<file path="src/rtl/horner_pkg.sv">
// rtl/horner_pkg.sv - shared state encoding and default widths for the Horner sequencer
package horner_pkg;

  localparam int W_DEF  = 32;
  localparam int DW_DEF = 8;

  typedef enum logic [2:0] {
    IDLE  = 3'd0,
    LOAD  = 3'd1,
    WAITC = 3'd2,
    ADD   = 3'd3,
    OUT   = 3'd4
  } state_e;

endpackage

</file>
<file path="src/rtl/horner_mac_stage.sv">
// rtl/horner_mac_stage.sv - registered multiply stage followed by registered add stage
module horner_mac_stage #(
  parameter int W = 32
) (
  input  logic         clk,
  input  logic         reset,
  input  logic         mul_en_i,
  input  logic         add_en_i,
  input  logic         init_i,
  input  logic [W-1:0] x_i,
  input  logic [W-1:0] c_i,
  output logic [W-1:0] sum_o
);

  logic [W-1:0] prod_q, prod_d;
  logic [W-1:0] coef_q;
  logic [W-1:0] sum_q, sum_d;

  // Product keeps only the low W bits; the accumulator feeds back as the multiplicand.
  assign prod_d = sum_q * x_i;
  assign sum_d  = init_i ? c_i : prod_q + coef_q;

  always_ff @(posedge clk or negedge reset) begin
    if (!reset) begin
      prod_q <= '0;
      coef_q <= '0;
    end else if (mul_en_i) begin
      prod_q <= prod_d;
      coef_q <= c_i;
    end
  end

  always_ff @(posedge clk or negedge reset) begin
    if (!reset) begin
      sum_q <= '0;
    end else if (add_en_i) begin
      sum_q <= sum_d;
    end
  end

  assign sum_o = sum_q;

endmodule

</file>
<file path="src/rtl/horner_seq.sv">
// rtl/horner_seq.sv - Horner-rule polynomial sequencer with valid/ready coefficient and result ports
module horner_seq
  import horner_pkg::*;
#(
  parameter int W  = W_DEF,
  parameter int DW = DW_DEF
) (
  input  logic          clk,
  input  logic          reset,
  input  logic          start,
  input  logic [W-1:0]  x_in,
  input  logic [DW-1:0] degree,
  output logic          busy,
  input  logic          coef_valid,
  input  logic [W-1:0]  coef_data,
  output logic          coef_ready,
  output logic          res_valid,
  output logic [W-1:0]  res_data,
  input  logic          res_ready
);

  state_e        state_q, state_d;
  logic [DW-1:0] cnt_q, cnt_d;
  logic [W-1:0]  x_q, x_d;
  logic [W-1:0]  acc;
  logic          coef_hs;
  logic          mul_en, add_en, init;

  assign coef_ready = (state_q == LOAD) || (state_q == WAITC);
  assign coef_hs    = coef_ready && coef_valid;
  assign busy       = (state_q != IDLE);
  assign res_valid  = (state_q == OUT);
  assign res_data   = acc;

  assign mul_en = (state_q == WAITC) && coef_valid;
  assign init   = (state_q == LOAD);
  assign add_en = ((state_q == LOAD) && coef_valid) || (state_q == ADD);

  horner_mac_stage #(.W(W)) u_mac (
    .clk      (clk),
    .reset    (reset),
    .mul_en_i (mul_en),
    .add_en_i (add_en),
    .init_i   (init),
    .x_i      (x_q),
    .c_i      (coef_data),
    .sum_o    (acc)
  );

  always_comb begin
    state_d = state_q;
    cnt_d   = cnt_q;
    x_d     = x_q;
    unique case (state_q)
      IDLE: begin
        if (start) begin
          x_d     = x_in;
          cnt_d   = degree;
          state_d = LOAD;
        end
      end
      LOAD: begin
        if (coef_hs) state_d = (cnt_q == '0) ? OUT : WAITC;
      end
      WAITC: begin
        if (coef_hs) state_d = ADD;
      end
      ADD: begin
        cnt_d   = cnt_q - 1'b1;
        state_d = (cnt_q == DW'(1)) ? OUT : WAITC;
      end
      OUT: begin
        // A start arriving together with res_ready is dropped, not queued.
        if (res_ready) state_d = IDLE;
      end
      default: state_d = IDLE;
    endcase
  end

  always_ff @(posedge clk or negedge reset) begin
    if (!reset) begin
      state_q <= IDLE;
      cnt_q   <= '0;
      x_q     <= '0;
    end else begin
      state_q <= state_d;
      cnt_q   <= cnt_d;
      x_q     <= x_d;
    end
  end

endmodule

</file>
<file path="config.mk">
export PLATFORM = sky130hd
export DESIGN_NAME = horner_seq
export DESIGN_NICKNAME = d
export VERILOG_FILES = /design/src/rtl/horner_pkg.sv /design/src/rtl/horner_mac_stage.sv /design/src/rtl/horner_seq.sv
export SDC_FILE = /design/constraint.sdc
export NUM_CORES = 2
export LEC_CHECK = 0
export CORE_MARGIN = 2
export CORE_UTILIZATION = 59
export DETAILED_ROUTE_END_ITERATION = 7
export GPL_ROUTABILITY_DRIVEN = 0
export PLACE_DENSITY = 0.82
export SLEW_MARGIN = 5
export SYNTH_ARGS = -nofsm -noshare
export SYNTH_HDL_FRONTEND = slang
export SYNTH_HIERARCHICAL = 1
export SYNTH_SLANG_ARGS = --single-unit
</file>
<file path="constraint.sdc">
create_clock -name clk -period 13.71 [get_ports clk]
set_input_delay 2.0565 -clock clk [delete_from_list [all_inputs] [get_ports clk]]
set_output_delay 2.0565 -clock clk [all_outputs]
set_load 0.02 [all_outputs]
</file>
==> results.py <==
metrics = {
    "yosys": {
        "yosys_register_bits": 139,
        "yosysUniqueCellTypes": 70,
        "yosysSeqAreaShare_pct": 15.2,
        "synth-edff-count": 0,
        "synthFlopType": "dfrtp_1",
        "syn_area_um2": 22900,
        "synth_fp_nets": 3133,
        "synth_area_per_cell_um2": 9.21,
        "syn_inst": 2490,
        "ys_warn_count": 6,
        "yosysTopAreaCell": "fa_1",
        "synthArstFlopShare_pct": 100,
        "synth_top_area_share_pct": 35.7,
        "synth_area_leaders": "fa_1 (36%), dfrtp_1 (15%), ha_1 (8.6%)",
    },
    "clock_network": {
        "cts_made_buffers": 17,
        "clk_pin_slew_ns": 0.06,
        "cts.repair.resized": 0,
        "cts_sinks": 139,
        "clk_latency_ns": 0.44,
        "cts_tree": "done",
        "cts.path.max_buffers": 2,
        "postCtsSetupBuffers": 0,
        "holdBufCountCts": 0,
        "htree_num_levels": 4,
        "cts_root_buffer": "clkbuf_16",
    },
    "floorplan": {
        "die_area_um2": 40500,
        "pin_count": 112,
        "start_util_pct": 59.5,
        "chipHeight_um": 201,
        "fp-row-count": 72,
        "core_area_um2": 38600,
        "die_w_um": 201,
    },
    "grt": {
        "grt_start_max_net_pins": 79,
        "antenna_found_initial": 0,
        "first_global_vias": 19494,
        "grt_use_total_pct": 31.3,
        "grt_pass1_wl_mm": 99.9,
        "grt_overflow": 0,
    },
    "drt": {
        "drcViolationCount": 0,
        "detail_route.iter0.violations": 1409,
        "drtPass1Iterations": 7,
        "routedWlPerCell_um": 20.0,
        "avgViaCountPerCell": 5.83,
        "ant_nets": 0,
        "dr_total_vias": 17771,
        "routed_wl_mm": 61.1,
    },
    "cells_and_area": {
        "final_nets": 3161,
        "drive_gt1_share_pct": 4.94,
        "num_antenna_cells": 0,
        "syn2layout_area_growth_pct": 8.76,
    },
    "setup_path": {
        "crit_type": "reg2reg",
        "cpLargestDelayFamily": "adder cells",
        "slowest_delay_ns": 1.07,
        "critPathLaunchType": "register",
        "arrival_ns": 8.06,
        "critPathSlowestCell": "dfrtp_1",
        "path_buf_inv": 5,
        "crit_path_frequent_cell": "fa_1",
        "end_kind": "register",
        "path_cells": "nand2_1, fa_1, inv_1, fa_1, fa_1, inv_1, fa_1, inv_1, fa_1, inv_1, fa_1, inv_1, fa_1, fa_1, ha_1, a21oi_1, o21ai_0, o21ai_0, o211ai_1, a31oi_1, o21bai_1, a21oi_1, xnor2_1, a21oi_1",
        "cp_max_fo": 27,
        "critPathRequiredTime_ns": 13.99,
    },
    "sta": {
        "slew_headroom_pct": 25.7,
        "max_freq_mhz": 128,
        "setup_viol": 0,
        "hold_viol": 0,
        "rsz0062_at_grt": "no",
        "period_minus_slack_ns": 7.79,
        "tns_ns": 0,
        "tightest_slew_ns": 1.11,
        "slew_violations": 0,
        "fin_crit_sh_pct": 56.8,
        "finalClockSkew_ns": 0.00790,
    },
    "status": {
        "status": "complete, no violations",
    },
    "hold_path": {
        "hp-class": "reg2reg",
    },
    "placed_design": {
        "portBuffers": 111,
        "hpwl_mm": 46.3,
    },
    "job": {
        "cap_violations": 0,
    },
}
[state kept, by name, summed over array words and instances (netlist names)]
signal	cells
cnt_q	8
u_mac/coef_q	32
x_q	32
u_mac/sum_o	32
state_q	3
u_mac/prod_q	32
[path summary, 6_finish.rpt]
path | startpoint | endpoint | slack, ns | depth (start not counted)
setup / recovery | u_mac/sum_o[7] | u_mac/prod_q[31] | 5.92 | 24
hold / removal | x_q[31] | x_q[31] | 0.49 | 2
setup reg to reg | u_mac/sum_o[7] | u_mac/prod_q[31] | 5.92 | 24
hold reg to reg | x_q[31] | x_q[31] | 0.49 | 2
max in group asynchronous | reset | u_mac/prod_q[11] | 10.65 | 2
min in group asynchronous | reset | cnt_q[4] | 1.58 | 1
[cells in the final DEF, fill, tap and decap left out, types with 17 or more instances in the layout]
master	synthesis	layout
xor2_1	31	31
xnor2_1	84	84
mux2_2	55	55
dfrtp_1	139	139
clkdlybuf4s50_1	0	110
and2_1	273	273
a21oi_1	94	94
ha_1	157	157
o21ai_0	48	48
nor2_1	75	73
inv_1	412	412
fa_1	409	409
nand2_1	397	397
buf_4	0	23
clkbuf_16	0	17
a21o_1	29	29
[tightest hold or removal path, stage by stage (launching register included)]
cell	delay [ns]
dfrtp_1	0.35
nand2_1	0.05
nand2_1	0.05
[per-stage QoR]
step                      util [%]  instances  cell area, um2  setup slack [ns]  hold WS, ns
final                         64.7       3049           25000              5.92        0.486
after global routing          64.7       3049           25000              5.67        0.507
after CTS                     64.7       3049           25000              6.01        0.490
after detailed placement      63.2       3017           24400              6.04        0.476
after global placement        63.2       3017           24400              6.24        0.463
after floorplan                  -       2490           22900              6.63        0.443
[cell usage after synthesis, types with 2 or more instances]
master and instances:
or3_1 9, nand2_1 397, inv_1 412, a221o_1 2, xnor2_1 84, nand2b_1 10, mux2_2 55, buf_2 6
and3_1 7, nand3_1 16, a211o_1 2, o21a_1 12, o21ai_0 48, a32oi_1 3, a21o_1 29, o211ai_1 8
a2111oi_0 3, and2_1 273, ha_1 157, o221ai_1 4, mux2i_1 3, nor4_1 2, a31oi_1 8, nand4_1 2
dfrtp_1 139, and3b_1 2, nor2_1 75, o21bai_1 7, xor2_1 31, nor2b_1 7, a211oi_1 6, a21oi_1 94
nor3_1 16, buf_6 5, fa_1 409, clkbuf_1 110, buf_1 4
[metal layers]
layer	global-route usage, %	routed length [um]	vias to the layer above
met5	0	0	-
met4	13.4	2590	0
met3	4.50	4920	187
met2	51.9	29200	926
met1	41.4	24400	8993
li1	-	-	7665
[logic make-up (layout without fill, tap and decap cells)]
family	after synthesis	after routing	share of synthesized area (%)
AOI/OAI and AO/OA	249	249	6.93
xor gates and xnor gates	115	115	4.39
adders and majority gates	566	566	44.2
buffers and inverters	537	578	8.98
DFF	139	139	15.2
muxes	58	58	2.83
and+or+nand+nor	826	826	17.5
[layout make-up]
class                           instances  area, um2
Clock buffer                           19        433
Tap cell                              518        648
Inverter                              412       1550
Sequential cell                       139       3480
Fill cell                            3037      13600
Clock inverter                         13        141
Timing Repair Buffer                  134       1280
Multi-Input combinational cell       1814      17400
Power is left out: the tool's default activity adds up to more than one toggle a clock period on the data nets, which glitch-free logic cannot reach.
